[src/rtl/apb_reg_completer.sv]
// apb_reg_completer: APB4 completer fronting a bank of 32-bit registers.
// Index NUM_REGS-1 is a read-only window onto status_in; all others are read/write.
// Transfers get WAIT_CYCLES wait states, byte-strobed writes and pslverr on illegal access.
// Optional feature macro: APB_PROT_CHECK_EN rejects unprivileged accesses (pprot[0]=0).
module apb_reg_completer #(
   parameter int unsigned       ADDR_W      = 32,
   parameter int unsigned       NUM_REGS    = 16,
   parameter int unsigned       WAIT_CYCLES = 1,
   parameter logic [ADDR_W-1:0] BASE_ADDR   = '0
) (
   input  logic              pclk,
   input  logic              preset,
   input  logic              psel,
   input  logic              penable,
   input  logic [ADDR_W-1:0] paddr,
   input  logic              pwrite,
   input  logic [2:0]        pprot,
   input  logic [31:0]       pwdata,
   input  logic [3:0]        pstrb,
   output logic [31:0]       prdata,
   output logic              pready,
   output logic              pslverr,
   input  logic [31:0]       status_in,
   output logic              wr_pulse,
   output logic [7:0]        wr_index
);
   localparam int unsigned DATA_W = 32;
   localparam int unsigned STRB_W = DATA_W / 8;
   localparam int unsigned IDX_W  = 8;
   localparam int unsigned CNT_W  = 4;
   localparam int unsigned WIDX_W = ADDR_W - 2;
   localparam int unsigned RIDX_W = $clog2(NUM_REGS);

   localparam logic [IDX_W-1:0] STATUS_IDX = IDX_W'(NUM_REGS - 1);
   localparam logic [CNT_W-1:0] CNT_LAST   = CNT_W'(WAIT_CYCLES);

   typedef enum logic {IDLE, ACCESS} state_t;

   state_t              state_q, state_d;
   logic [CNT_W-1:0]    cnt_q, cnt_d;

   logic [ADDR_W-1:0]   addr_q;
   logic                write_q;
   logic [2:0]          prot_q;
   logic [DATA_W-1:0]   wdata_q;
   logic [STRB_W-1:0]   strb_q;

   logic [DATA_W-1:0]   regs [NUM_REGS];

   logic [ADDR_W-1:0]   offset;
   logic [WIDX_W-1:0]   word_idx;
   logic [IDX_W-1:0]    idx;
   logic [RIDX_W-1:0]   ridx;
   logic                in_range;
   logic                is_status;
   logic                prot_err;
   logic                access_err;
   logic [DATA_W-1:0]   rd_data;
   logic                latch_en;
   logic                commit;

   // Address decode works on the latched transfer, never on live bus inputs.
   assign offset     = addr_q - BASE_ADDR;
   assign word_idx   = offset[ADDR_W-1:2];
   assign in_range   = ADDR_W'(word_idx) < ADDR_W'(NUM_REGS);
   assign idx        = IDX_W'(word_idx);
   assign ridx       = RIDX_W'(word_idx);
   assign is_status  = in_range && (idx == STATUS_IDX);

`ifdef APB_PROT_CHECK_EN
   assign prot_err   = ~prot_q[0];
`else
   assign prot_err   = 1'b0;
   logic prot_unused;
   assign prot_unused = ^prot_q;
`endif

   assign access_err = (offset[1:0] != 2'b00) || !in_range || (write_q && is_status) || prot_err;
   assign rd_data    = is_status ? status_in : regs[ridx];

   // State register and wait counter.
   always_ff @(posedge pclk) begin
      if (preset) begin
         state_q <= IDLE;
         cnt_q   <= '0;
      end else begin
         state_q <= state_d;
         cnt_q   <= cnt_d;
      end
   end

   // Next-state and bus response; reset masks pready so an in-flight transfer never completes.
   always_comb begin
      state_d  = state_q;
      cnt_d    = cnt_q;
      latch_en = 1'b0;
      commit   = 1'b0;
      pready   = 1'b0;
      pslverr  = 1'b0;
      prdata   = '0;
      case (state_q)
         IDLE: begin
            if (psel && !penable) begin
               latch_en = 1'b1;
               cnt_d    = '0;
               state_d  = ACCESS;
            end
         end
         ACCESS: begin
            if (!psel) begin
               state_d = IDLE;
            end else if (cnt_q != CNT_LAST) begin
               cnt_d = cnt_q + CNT_W'(1);
            end else begin
               pready  = 1'b1;
               pslverr = access_err;
               commit  = write_q && !access_err;
               if (!write_q && !access_err) begin
                  prdata = rd_data;
               end
               state_d = IDLE;
            end
         end
         default: state_d = IDLE;
      endcase
      if (preset) begin
         latch_en = 1'b0;
         commit   = 1'b0;
         pready   = 1'b0;
         pslverr  = 1'b0;
         prdata   = '0;
      end
   end

   // Capture the setup-phase controls so mid-access input changes have no effect.
   always_ff @(posedge pclk) begin
      if (preset) begin
         addr_q  <= '0;
         write_q <= 1'b0;
         prot_q  <= '0;
         wdata_q <= '0;
         strb_q  <= '0;
      end else if (latch_en) begin
         addr_q  <= paddr;
         write_q <= pwrite;
         prot_q  <= pprot;
         wdata_q <= pwdata;
         strb_q  <= pstrb;
      end
   end

   // Register bank update with byte strobes, plus the write notification.
   always_ff @(posedge pclk) begin
      if (preset) begin
         for (int i = 0; i < NUM_REGS; i++) begin
            regs[i] <= '0;
         end
         wr_pulse <= 1'b0;
         wr_index <= '0;
      end else begin
         wr_pulse <= commit;
         if (commit) begin
            wr_index <= idx;
            for (int b = 0; b < STRB_W; b++) begin
               if (strb_q[b]) begin
                  regs[ridx][8*b +: 8] <= wdata_q[8*b +: 8];
               end
            end
         end
      end
   end

endmodule

[config.mk]
export PLATFORM = sky130hd
export DESIGN_NAME = apb_reg_completer
export DESIGN_NICKNAME = d
export VERILOG_FILES = /design/src/rtl/apb_reg_completer.sv
export SDC_FILE = /design/constraint.sdc
export NUM_CORES = 1
export LEC_CHECK = 0
export ABC_CLOCK_PERIOD_IN_PS = 3010
export CELL_PAD_IN_SITES_DETAIL_PLACEMENT = 0
export CELL_PAD_IN_SITES_GLOBAL_PLACEMENT = 1
export CORE_ASPECT_RATIO = 0.8
export CORE_MARGIN = 3
export CORE_UTILIZATION = 47
export CTS_BUF_LIST = sky130_fd_sc_hd__clkbuf_8
export DETAILED_ROUTE_END_ITERATION = 7
export PLACE_DENSITY_LB_ADDON = 0.1
export SLEW_MARGIN = 20
export SYNTH_ARGS = -nofsm -noshare
export SYNTH_HDL_FRONTEND = slang
export SYNTH_SLANG_ARGS = --single-unit
[constraint.sdc]
create_clock -name pclk -period 3.01 [get_ports pclk]
set_clock_uncertainty 0.1 [all_clocks]
set_input_delay 0.301 -clock pclk [delete_from_list [all_inputs] [get_ports pclk]]
set_output_delay 0.301 -clock pclk [all_outputs]
set_load 0.02 [all_outputs]
==> impl_results.md, run 1 <==
- Post-synth top cells: edfxtp_1, nor2_1, clkbuf_1
- H-tree depth: 3
- Dominant cell type by area after synthesis: edfxtp_1
- Status: finished with violations
- Layout cells sized above 1: 0.203
- Clk slew on worst S/H paths: roughly 0.070 ns
- RSZ-0062 raised after global routing: yes
- Die height: around 210 um
- DRT Pass-1 Iters: 5
- Worst vdd ir: roughly 290 uV
- R2r startpoint: addr_q[26]
- Sequential area share after synthesis: 0.669
- CTS tree: built
- Top-count cell post-synth: edfxtp_1
- CP endpoint kind: primary output
- Ports: 151
- Number of synthesized flops with an enable pin: 512
- Crit share post-route: 1.07
- Hold Path Origin: pwdata[6]
- R2R cell count: 8
- # rows: 75
- Most frequently used flop master after synthesis: edfxtp_1
- P per Cell Area: between 500 and 600 nW/um2
- Max Root-Sink Buffers: 3
- GPL Wtd Cong: between 0.8 and 0.9
- Asr flop ratio synth: 0
- Distinct cell type count after synthesis: 46
- Die width: between 200 and 300 um
- Post-DRT Antenna Nets: 0
- Post-Syn Area: between 20000 and 30000 um2
- Final Worst Setup Slack: -0.218 ns
- Reg2reg end: regs[2][17]
- FF+latch count, synth: 599
- Worst setup path class: flip-flop to primary output
- F_max: just over 300 MHz
- Worst slew margin: 0.291
- DP HPWL: ~45 mm
- Leading post-synthesis cells by cell area: edfxtp_1, mux4_2, nor2_1
- TritonCTS Sinks: 599
- Drc violations: 0
- Largest net degree at the start of global routing: between 90 and 100
- Core Area: between 50000 and 60000 um2
- Port Buffers: 147
- Required time worst endpoint: 2.61 ns
- Skew-Pair Late Insertion Delay: around 0.67 ns
- R2R setup slack: 0.25 ns
- Finish-stage setup viols: 32
- Worst-Margin Slew: 1.06 ns
- Vias in the first global route: ~17000
- Inserted Diodes: 0
- Yosys warns: 0
- Failing checks: setup timing
- GRT Util Overall: 0.252
- Initial Util: 0.481
- Avg Cell Area, Syn: ~14 um2
- Lkg Pwr: 10.5 nW
- Crit path max fanout: 8
- Minimum clock period: roughly 3.2 ns
- Synth-to-Final Area Change: 19.9%
- Hold Path Class: input pin to flip-flop
- Die area: roughly 57000 um2
- Vias post-DR: around 17000
- Crit path to: prdata[3]
- Post-route cell area: between 30000 and 40000 um2
- Max-cap check violation count: 0
- Count of final hold-check violations: 0
- First-pass GRT wire length: 106 mm
- Top cell type's share of synthesized area: 0.601
- Clk Tree Root Cell: clkbuf_8
- GRT Residual Overflow: 0
- CP Data Arrival Time: between 2 and 3 ns
- Area post-placement: ~29000 um2
- DR vias/cell: 5.70
- Crit path from: cnt_q[1]
- Post-Route WL: 71.6 mm
- 1st-iter DRT viols: around 1600
- Initial antenna violation count: 1
- Per-cell routed wire length: roughly 25 um
- CP startpoint kind: flip-flop
- Num CTS Buffers: between 90 and 100
- Syn Inst Count: about 1900
- Pins Over Slew Limit: 0
- NumNets Final: about 2300
- Setup TNS: -6.22 ns
## state kept, by name (all words and copies together) (netlist names), named ones only
name	count
regs	512
addr_q	32
wdata_q	32
wr_index	8
cnt_q	4
strb_q	4
state_q	1
wr_pulse	1
write_q	1
## metrics by stage
step	util	std cells	total power, W	setup slack (ns)	hold WS, ns
after floorplan	-	1891	0.0102	0.0333	0.334
after global placement	0.542	2731	0.0107	-0.167	0.341
after detailed placement	0.542	2731	0.0108	-0.193	0.348
after CTS	0.576	2904	0.0170	-0.289	0.0699
after global routing	0.577	2905	0.0175	-0.385	0.0840
final	0.577	2905	0.0169	-0.218	0.132
## worst min-delay path by stage
stage / endpoint / slack, ns / depth (start not counted)
2_1_floorplan: addr_q[0] / 0.33 / 1
3_3_place_gp: wr_index[7] / 0.34 / 1
3_5_place_dp: wr_index[5] / 0.35 / 1
4_1_cts: addr_q[7] / 0.07 / 2
5_1_grt: strb_q[1] / 0.08 / 2
6_report: wdata_q[6] / 0.13 / 2
## final cells by class
type	instances	area [um2]
Timing Repair Buffer	326	3100
Sequential cell	599	17100
Tap cell	693	867
Clock inverter	66	288
Fill cell	4355	22500
Inverter	7	26.3
Multi-Input combinational cell	1113	7860
Clock buffer	101	1390
## layout by cell type (no fill, tap or decap), types with 4 or more instances in the layout
cell and instances:
nor3_1 4, nand2_1 86, nor4_1 6, clkdlybuf4s50_1 113, mux4_2 89, clkinv_2 8
a22oi_1 26, mux2_2 7, clkinv_1 18, a22o_1 101, buf_4 165, edfxtp_1 512
dfxtp_1 82, and2_1 6, nor2_1 491, nand3_4 8, buf_6 27, buf_12 15
inv_1 44, nand4_1 4, nand3_1 6, clkbuf_8 101, conb_1 32, o21ai_0 26
mux2i_1 75, a21oi_1 15, o21bai_1 60, buf_16 4, o221ai_1 7, a221oi_1 32
## critical path: stages (launching register included)
cell	delay (ns)
dfxtp_2	0.32
inv_2	0.06
ha_4	0.11
nor3b_4	0.22
nand4b_4	0.13
or3_4	0.41
nor3b_4	0.22
buf_12	0.18
buf_16	0.19
a22o_1	0.19
buf_6	0.13
## timing repair
item                                    in CTS  in global routing
gates resized for setup                    194                 10
buffers inserted                             2                  1
pin swaps                                   10                  5
endpoints found under the setup margin      33                109
hold buffers                                 1                  0
gates cloned                                 3                  0
endpoints found under the hold margin        9                  0
## power by group
part	internal (W)	total, W	switching, W
Clock	0.00315	0.00627	0.00312
Sequential	0.00928	0.00940	0.000118
Combinational	0.000554	0.00120	0.000643
Total	0.0130	0.0169	0.00388
## routing by layer
metal,vias to the layer above,share of wire,track usage
met5,-,0,0
met4,0,0.021,0.0658
met3,101,0.079,0.0558
met2,663,0.45,0.380
met1,8359,0.45,0.374
li1,7442,-,-
## cells by family (layout without fill, tap and decap cells)
kind of cell / Yosys count / count (layout) / share of synthesized area
AND/OR/NAND/NOR: 634 / 634 / 0.104
XOR/XNOR: 2 / 2 / 0.000685
other: 1 / 32 / 0.000147
flip-flops: 599 / 599 / 0.669
AO/OA/AOI/OAI: 272 / 272 / 0.0827
adder cells (fa/ha/maj): 2 / 2 / 0.000978
buffers and inverters: 179 / 500 / 0.0310
multiplexers: 171 / 171 / 0.111
(Power assumes the default switching activity.)
==> inputs of run 2 (changes only) <==
--- a/config.mk
+++ b/config.mk
@@ -9,9 +9,10 @@
 export CELL_PAD_IN_SITES_DETAIL_PLACEMENT = 0
 export CELL_PAD_IN_SITES_GLOBAL_PLACEMENT = 1
 export CORE_ASPECT_RATIO = 0.8
-export CORE_MARGIN = 3
+export CORE_MARGIN = 1
 export CORE_UTILIZATION = 47
 export CTS_BUF_LIST = sky130_fd_sc_hd__clkbuf_8
+export CTS_CLUSTER_DIAMETER = 150
 export DETAILED_ROUTE_END_ITERATION = 7
 export PLACE_DENSITY_LB_ADDON = 0.1
 export SLEW_MARGIN = 20
==> run 2 against run 1 <==
  * Via count rose by 1.1%
  * Largest power group unchanged
  * Sequential power about the same
  * Total power increased by 3.4%
  * Clock power increased by 8.5%
  * Worst setup slack got worse by 0.064 ns
  * Hold slack got worse by 0.025 ns
  * The run still ends with setup timing left
==> impl_results.md, run 2 (synthesis gave the netlist of run 1 again) <==
- # fillers: 4316 (-0.90%)
- Finish-stage setup viols: 32 (unchanged)
- Count of final hold-check violations: 0 (unchanged)
- Post-DRT Antenna Nets: 0 (unchanged)
- Worst vdd ir: 359 uV (+22%)
- Largest reg by FF count: regs
- Crit path from: cnt_q[1]
- Vias post-DR: 16800 (+1.1%)
- Crit path buf inv count: 5 (+1)
- CP startpoint kind: flip-flop
- Commonest non-fill, non-tap cell in the layout: edfxtp_1
- RSZ-0062 raised after global routing: yes
- Crit path max fanout: 5 (-3)
- F_max: 304 MHz (-1.9%)
- 1st-iter DRT viols: 1575 (-1.1%)
- Post-route cell area: 31200 um2 (+1.8%)
- Slowest-stage cell, CP: or3_4
- Layout Cells excl Fill: 2937 (+1.1%)
- Post-Route WL: 72.0 mm (+0.57%)
- Core Area: 53800 um2 (+1.3%)
- Worst-Margin Slew: 0.721 ns (-0.341 ns)
- Minimum clock period: 3.29 ns (+0.0639 ns)
- Port Buffers: 147 (unchanged)
- GPL Wtd Cong: 0.785 (-3.4%)
- NumNets Final: 2268 (+0.76%)
- TritonCTS Sinks: 599 (unchanged)
- DR vias/cell: 5.70 (about the same)
- Worst setup path class: flip-flop to primary output
- Die width: 263 um (-1.5%)
- Setup TNS: -7.95 ns (-1.73 ns)
- CP Data Arrival Time: 2.89 ns (+0.06 ns)
- Initial Util: 0.475 (-0.00634)
- Pins Over Slew Limit: 0 (unchanged)
- Required time worst endpoint: 2.61 ns (about the same)
- Vias in the first global route: 16800 (+0.29%)
- Stages on worst setup path: 11 (+1)
- Inserted Diodes: 0 (unchanged)
- GRT Residual Overflow: 0 (unchanged)
- Die height: 211 um (-1.9%)
- Clk slew on worst S/H paths: 0.06 ns (about the same)
- Worst slew margin: 0.518 (+0.226)
- Placed Cells: 2747 (+0.59%)
- # rows: 76 (+1.3%)
- Crit path to: prdata[31]
- Per-cell routed wire length: 24.5 um (-0.53%)
- Synth-to-Final Area Change: 22.0%
- GRT Util Overall: 0.262 (+0.00951)
- Final Worst Setup Slack: -0.282 ns (-0.0639 ns)
- H-tree depth: 3 (unchanged)
- Largest registers: regs: 512 flops, addr_q: 32 flops, wdata_q: 32 flops
- R2r startpoint: addr_q[25]
- DP HPWL: 45.2 mm (-0.16%)
- CP Cell Sequence: inv_2 > ha_4 > nor3b_4 > nand4b_4 > or3_4 > nor3b_4 > buf_6 > buf_12 > buf_16 > a22o_1 > buf_6
- Top Family by Delay on Critical Path: simple AND/OR/NAND/NOR gates
- Max Root-Sink Buffers: 3 (unchanged)
- Num CTS Buffers: 96 (+2.1%)
- P per Cell Area: 559 nW/um2 (+1.6%)
- Commonest non-fill, non-tap cells in the layout: edfxtp_1, nor2_1, buf_4
- Max-cap check violation count: 0 (unchanged)
- R2R setup slack: 0.19 ns (-0.06 ns)
- Ports: 151 (unchanged)
- First-pass GRT wire length: 106 mm (about the same)
- Lkg Pwr: 10.7 nW (+2.0%)
- Reg2reg end: regs[1][2]
- Die area: 55400 um2 (-3.3%)
- Post-place setup slack: -0.207 ns (-0.0138 ns)
- Largest net degree at the start of global routing: 99 (+5.3%)
- Initial antenna violation count: 0 (-1)
- Crit share post-route: 1.09 (+0.0212)
- DRT Pass-1 Iters: 6 (+1)
- Status: finished with violations
- Hold Path Class: input pin to flip-flop
- Skew-Pair Late Insertion Delay: 0.69 ns (+0.02 ns)
- Area post-placement: 29000 um2 (+0.66%)
- Drc violations: 0 (unchanged)
- Failing checks: setup timing
- Layout cells sized above 1: 0.216 (+0.0127)
- CTS tree: built
- Finished Core Util: 0.580 (+0.00240)
- Clk Tree Root Cell: clkbuf_8
- R2R cell count: 9 (+1)
- CP endpoint kind: primary output
- Max reg flops: 512 (unchanged)
- CP peak stage delay: 0.41 ns (about the same)
[run 2: changes by cell type in the layout (fill, tap and decap cells not counted), sizes merged, moves of 2 or more]
cell | previous run | this run
bufinv | 1 | 5
buf | 211 | 223
clkinv | 26 | 28
clkbuf | 101 | 104
[run 2: worst min-delay path by stage]
| stage | startpoint | end | cells after the start |
|---|---|---|---|
| floorplan | paddr[0] | addr_q[0] | 1 |
| detailed placement | wr_index[6] | wr_index[6] | 1 |
| global route | paddr[6] | addr_q[6] | 2 |
| CTS | pstrb[0] | strb_q[0] | 2 |
| finish | pwdata[21] | wdata_q[21] | 2 |
| global placement | wr_index[7] | wr_index[7] | 1 |
[run 2: where the power goes]
part / internal [W] / switching (W) / total, W
sequential: 0.00928 / 0.000119 / 0.00940
clock: 0.00356 / 0.00323 / 0.00680
combinational: 0.000587 / 0.000655 / 0.00124
total: 0.0134 / 0.00400 / 0.0174
[run 2: metrics by stage]
stage                     total power, W  hold WS [ns]
final                             0.0174         0.107
after global routing              0.0180        0.0618
after CTS                         0.0176        0.0447
after detailed placement          0.0108         0.343
after global placement            0.0108         0.345
after floorplan                   0.0102         0.334
[run 2: final cells by class]
class                      instances  area [um2]  area share
inverter                           7        26.3    0.000842
multi-input combinational       1113        7910       0.253
clock buffer                     102        1400      0.0450
timing repair buffer             341        3410       0.109
tap                              702         878      0.0282
clock inverter                    73         444      0.0142
sequential                       599       17100       0.549
[run 2: timing repair]
action,CTS,global route
hold buffers,1,0
buffers inserted,6,3
setup endpoints to repair,33,33
resized for setup,209,3
endpoints found under the hold margin,9,0
gates cloned,3,2
pin swaps,13,9
[run 2: routing by layer]
layer  part of all wire  global-route usage
met1               0.45               0.389
met2               0.45               0.399
met3              0.078              0.0465
met4              0.016              0.0680
met5                  0                   0
==> inputs of run 3 (changes only) <==
--- a/config.mk
+++ b/config.mk
@@ -13,6 +13,7 @@
 export CORE_UTILIZATION = 47
 export CTS_BUF_LIST = sky130_fd_sc_hd__clkbuf_8
 export CTS_CLUSTER_DIAMETER = 150
+export CTS_CLUSTER_SIZE = 10
 export DETAILED_ROUTE_END_ITERATION = 7
 export PLACE_DENSITY_LB_ADDON = 0.1
 export SLEW_MARGIN = 20
==> run 3 against run 2 <==
  * Global-route usage down 0.10 points
  * Clock power down 25%
  * The run still ends with setup timing left
  * Worst setup slack better by 0.042 ns
  * Critical endpoint is now prdata[2]
  * Utilization down 1.2 points
  * Combinational power about the same
==> impl_results.md, run 3 (synthesis gave the netlist of run 1 again) <==
- # rows: 76 (unchanged)
- CP endpoint kind: primary output
- Placed Cells: 2747 (unchanged)
- Die height: 211 um (unchanged)
- Switching share of power: 0.234 (+0.00473)
- GPL Wtd Cong: 0.785 (unchanged)
- Num CTS Buffers: 69 (-28%)
- Slowest-stage cell, CP: or3_4
- Largest registers: regs: 512 flops, addr_q: 32 flops, wdata_q: 32 flops
- Largest reg by FF count: regs
- Worst Hold Endpoint: wdata_q[27]
- WHS: 0.127 ns (+0.0196 ns)
- Commonest non-fill, non-tap cells in the layout: edfxtp_1, nor2_1, buf_4
- Hold depth: 2 (unchanged)
- First-pass GRT wire length: 106 mm (-0.57%)
- Largest net degree at the start of global routing: 99 (unchanged)
- 1st-iter DRT viols: 1476 (-6.3%)
- Count of final hold-check violations: 0 (unchanged)
- Reg2reg end: regs[1][1]
- Final Worst Setup Slack: -0.240 ns (+0.0420 ns)
- Seq pwr share: 0.597 (+0.058)
- Power Internal: 0.0120 W (-10%)
- Hold Path Origin: pwdata[27]
- Max reg flops: 512 (unchanged)
- Lkg Pwr: 10.4 nW (-3.1%)
- CTS tree: built
- Die area: 55400 um2 (unchanged)
- R2R setup slack: 0.18 ns (about the same)
- Die width: 263 um (unchanged)
- Drc violations: 0 (unchanged)
- Clk slew on worst S/H paths: 0.07 ns (about the same)
- Minimum clock period: 3.25 ns (-0.0420 ns)
- Required time worst endpoint: 2.61 ns (about the same)
- Ports: 151 (unchanged)
- GRT Util Overall: 0.261 (-0.00102)
- Most frequent CP cell: buf_6
- H-tree depth: 3 (unchanged)
- R2R cell count: 9 (unchanged)
- F_max: 308 MHz (+1.3%)
- Worst setup path class: flip-flop to primary output
- Crit share post-route: 1.08 (-0.0139)
- Status: finished with violations
- Max-cap check violation count: 0 (unchanged)
- Initial Util: 0.475 (unchanged)
- Setup TNS: -6.55 ns (+1.41 ns)
- CP startpoint kind: flip-flop
- Layout cells sized above 1: 0.204 (-0.0116)
- DP HPWL: 45.2 mm (unchanged)
- Core Area: 53800 um2 (unchanged)
- DR vias/cell: 5.76 (+0.90%)
- Clk Tree Root Cell: clkbuf_8
- Comb power frac: 0.080 (+0.009)
- CP Data Arrival Time: 2.85 ns (-0.04 ns)
- TritonCTS Sinks: 599 (unchanged)
- Top Family by Delay on Critical Path: simple AND/OR/NAND/NOR gates
- Clock power share: 0.323 (-0.067)
- # fillers: 4405 (+2.1%)
- Synth-to-Final Area Change: 19.5%
- CP peak stage delay: 0.41 ns (about the same)
- Max Root-Sink Buffers: 3 (unchanged)
- Crit path from: cnt_q[1]
- Crit path max fanout: 5 (unchanged)
- CP Cell Sequence: inv_2 > ha_4 > nor3b_4 > nand4b_4 > or3_4 > nor3b_4 > buf_6 > buf_12 > buf_6 > a22o_1 > buf_6
- Crit path buf inv count: 5 (unchanged)
- Post-Route WL: 71.3 mm (-0.95%)
- Layout Cells excl Fill: 2878 (-2.0%)
- Post-DRT Antenna Nets: 0 (unchanged)
- NumNets Final: 2242 (-1.1%)
- Initial antenna violation count: 0 (unchanged)
- Worst vdd ir: 341 uV (-5.0%)
- Skew-Pair Late Insertion Delay: 0.67 ns (-0.02 ns)
- Port Buffers: 147 (unchanged)
- Inserted Diodes: 0 (unchanged)
- Total net switching power: 0.00369 W (-8.0%)
- Vias in the first global route: 16500 (-1.7%)
- P per Cell Area: 515 nW/um2 (-7.9%)
- Failing checks: setup timing
- Pins Over Slew Limit: 0 (unchanged)
- Vias post-DR: 16600 (-1.1%)
- Hold Path Class: input pin to flip-flop
- Worst-Margin Slew: 0.725 ns (+0.00364 ns)
- R2r startpoint: addr_q[29]
- GRT Residual Overflow: 0 (unchanged)
- DRT Pass-1 Iters: 5 (-1)
- Worst slew margin: 0.515 (-0.00243)
- Per-cell routed wire length: 24.8 um (+1.1%)
- RSZ-0062 raised after global routing: yes
- Commonest non-fill, non-tap cell in the layout: edfxtp_1
- Finish-stage setup viols: 32 (unchanged)
==> run 3: changes by cell type in the layout (fill, tap and decap cells not counted), moves of 3 or more <==
cell | before | now
buf_4 | 167 | 161
buf_6 | 27 | 36
bufinv_16 | 5 | 0
clkbuf_8 | 102 | 71
clkinv_1 | 19 | 0
clkinv_2 | 9 | 0
clkinvlp_4 | 2 | 5
inv_1 | 40 | 45
inv_6 | 4 | 0
o21ai_0 | 27 | 22
o21ai_1 | 0 | 5
o221ai_1 | 7 | 4
o221ai_2 | 0 | 3
==> run 3: worst max path at each step <==
stage,end,slack (ns),cells after the start
global placement,prdata[31],-0.18,7
detailed placement,prdata[31],-0.21,7
global route,prdata[31],-0.39,11
finish,prdata[2],-0.24,11
floorplan,regs[10][0],0.03,8
CTS,prdata[12],-0.37,12
==> run 3: stage by stage <==
step            util  setup slack [ns]  power (W)  cell area [um2]
5_1_grt        0.568            -0.386     0.0162            30600
3_5_place_dp   0.538            -0.207     0.0108            29000
6_report       0.568            -0.240     0.0157            30600
3_3_place_gp   0.538            -0.184     0.0108            29000
4_1_cts        0.564            -0.369     0.0158            30400
2_1_floorplan      -            0.0333     0.0102            25700
==> run 3: final cells by class <==
class,instances,area [um2],share of cell area
sequential,599,17100,0.561
tap,702,878,0.0287
multi-input combinational,1113,7960,0.260
clock inverter,44,184,0.00602
timing repair buffer,342,3400,0.111
inverter,7,26.3,0.000860
clock buffer,71,977,0.0320
==> run 3: per-layer routing <==
layer	track usage	up-vias	share of wire
met2	0.398	661	0.45
met1	0.391	8422	0.45
met5	0	-	0
met3	0.0430	87	0.080
met4	0.0627	0	0.016
li1	-	7394	-
==> run 3: repair_timing <==
item	in CTS	in global routing
hold buffers	1	0
cloned	1	1
pin swaps	7	13
resized for setup	214	22
setup buffers	9	4
hold endpoints to repair	9	0
setup endpoints to repair	33	33
==> run 3: power groups by stage <==
| stage | logic, W | registers [W] | clock network (W) |
|---|---|---|---|
| 5_1_grt | 0.00133 | 0.00941 | 0.00550 |
| 6_report | 0.00125 | 0.00939 | 0.00508 |
| 4_1_cts | 0.00125 | 0.00938 | 0.00520 |
| 3_5_place_dp | 0.00122 | 0.00956 | 0 |
| 3_3_place_gp | 0.00121 | 0.00955 | 0 |
| 2_1_floorplan | 0.000641 | 0.00951 | 0 |
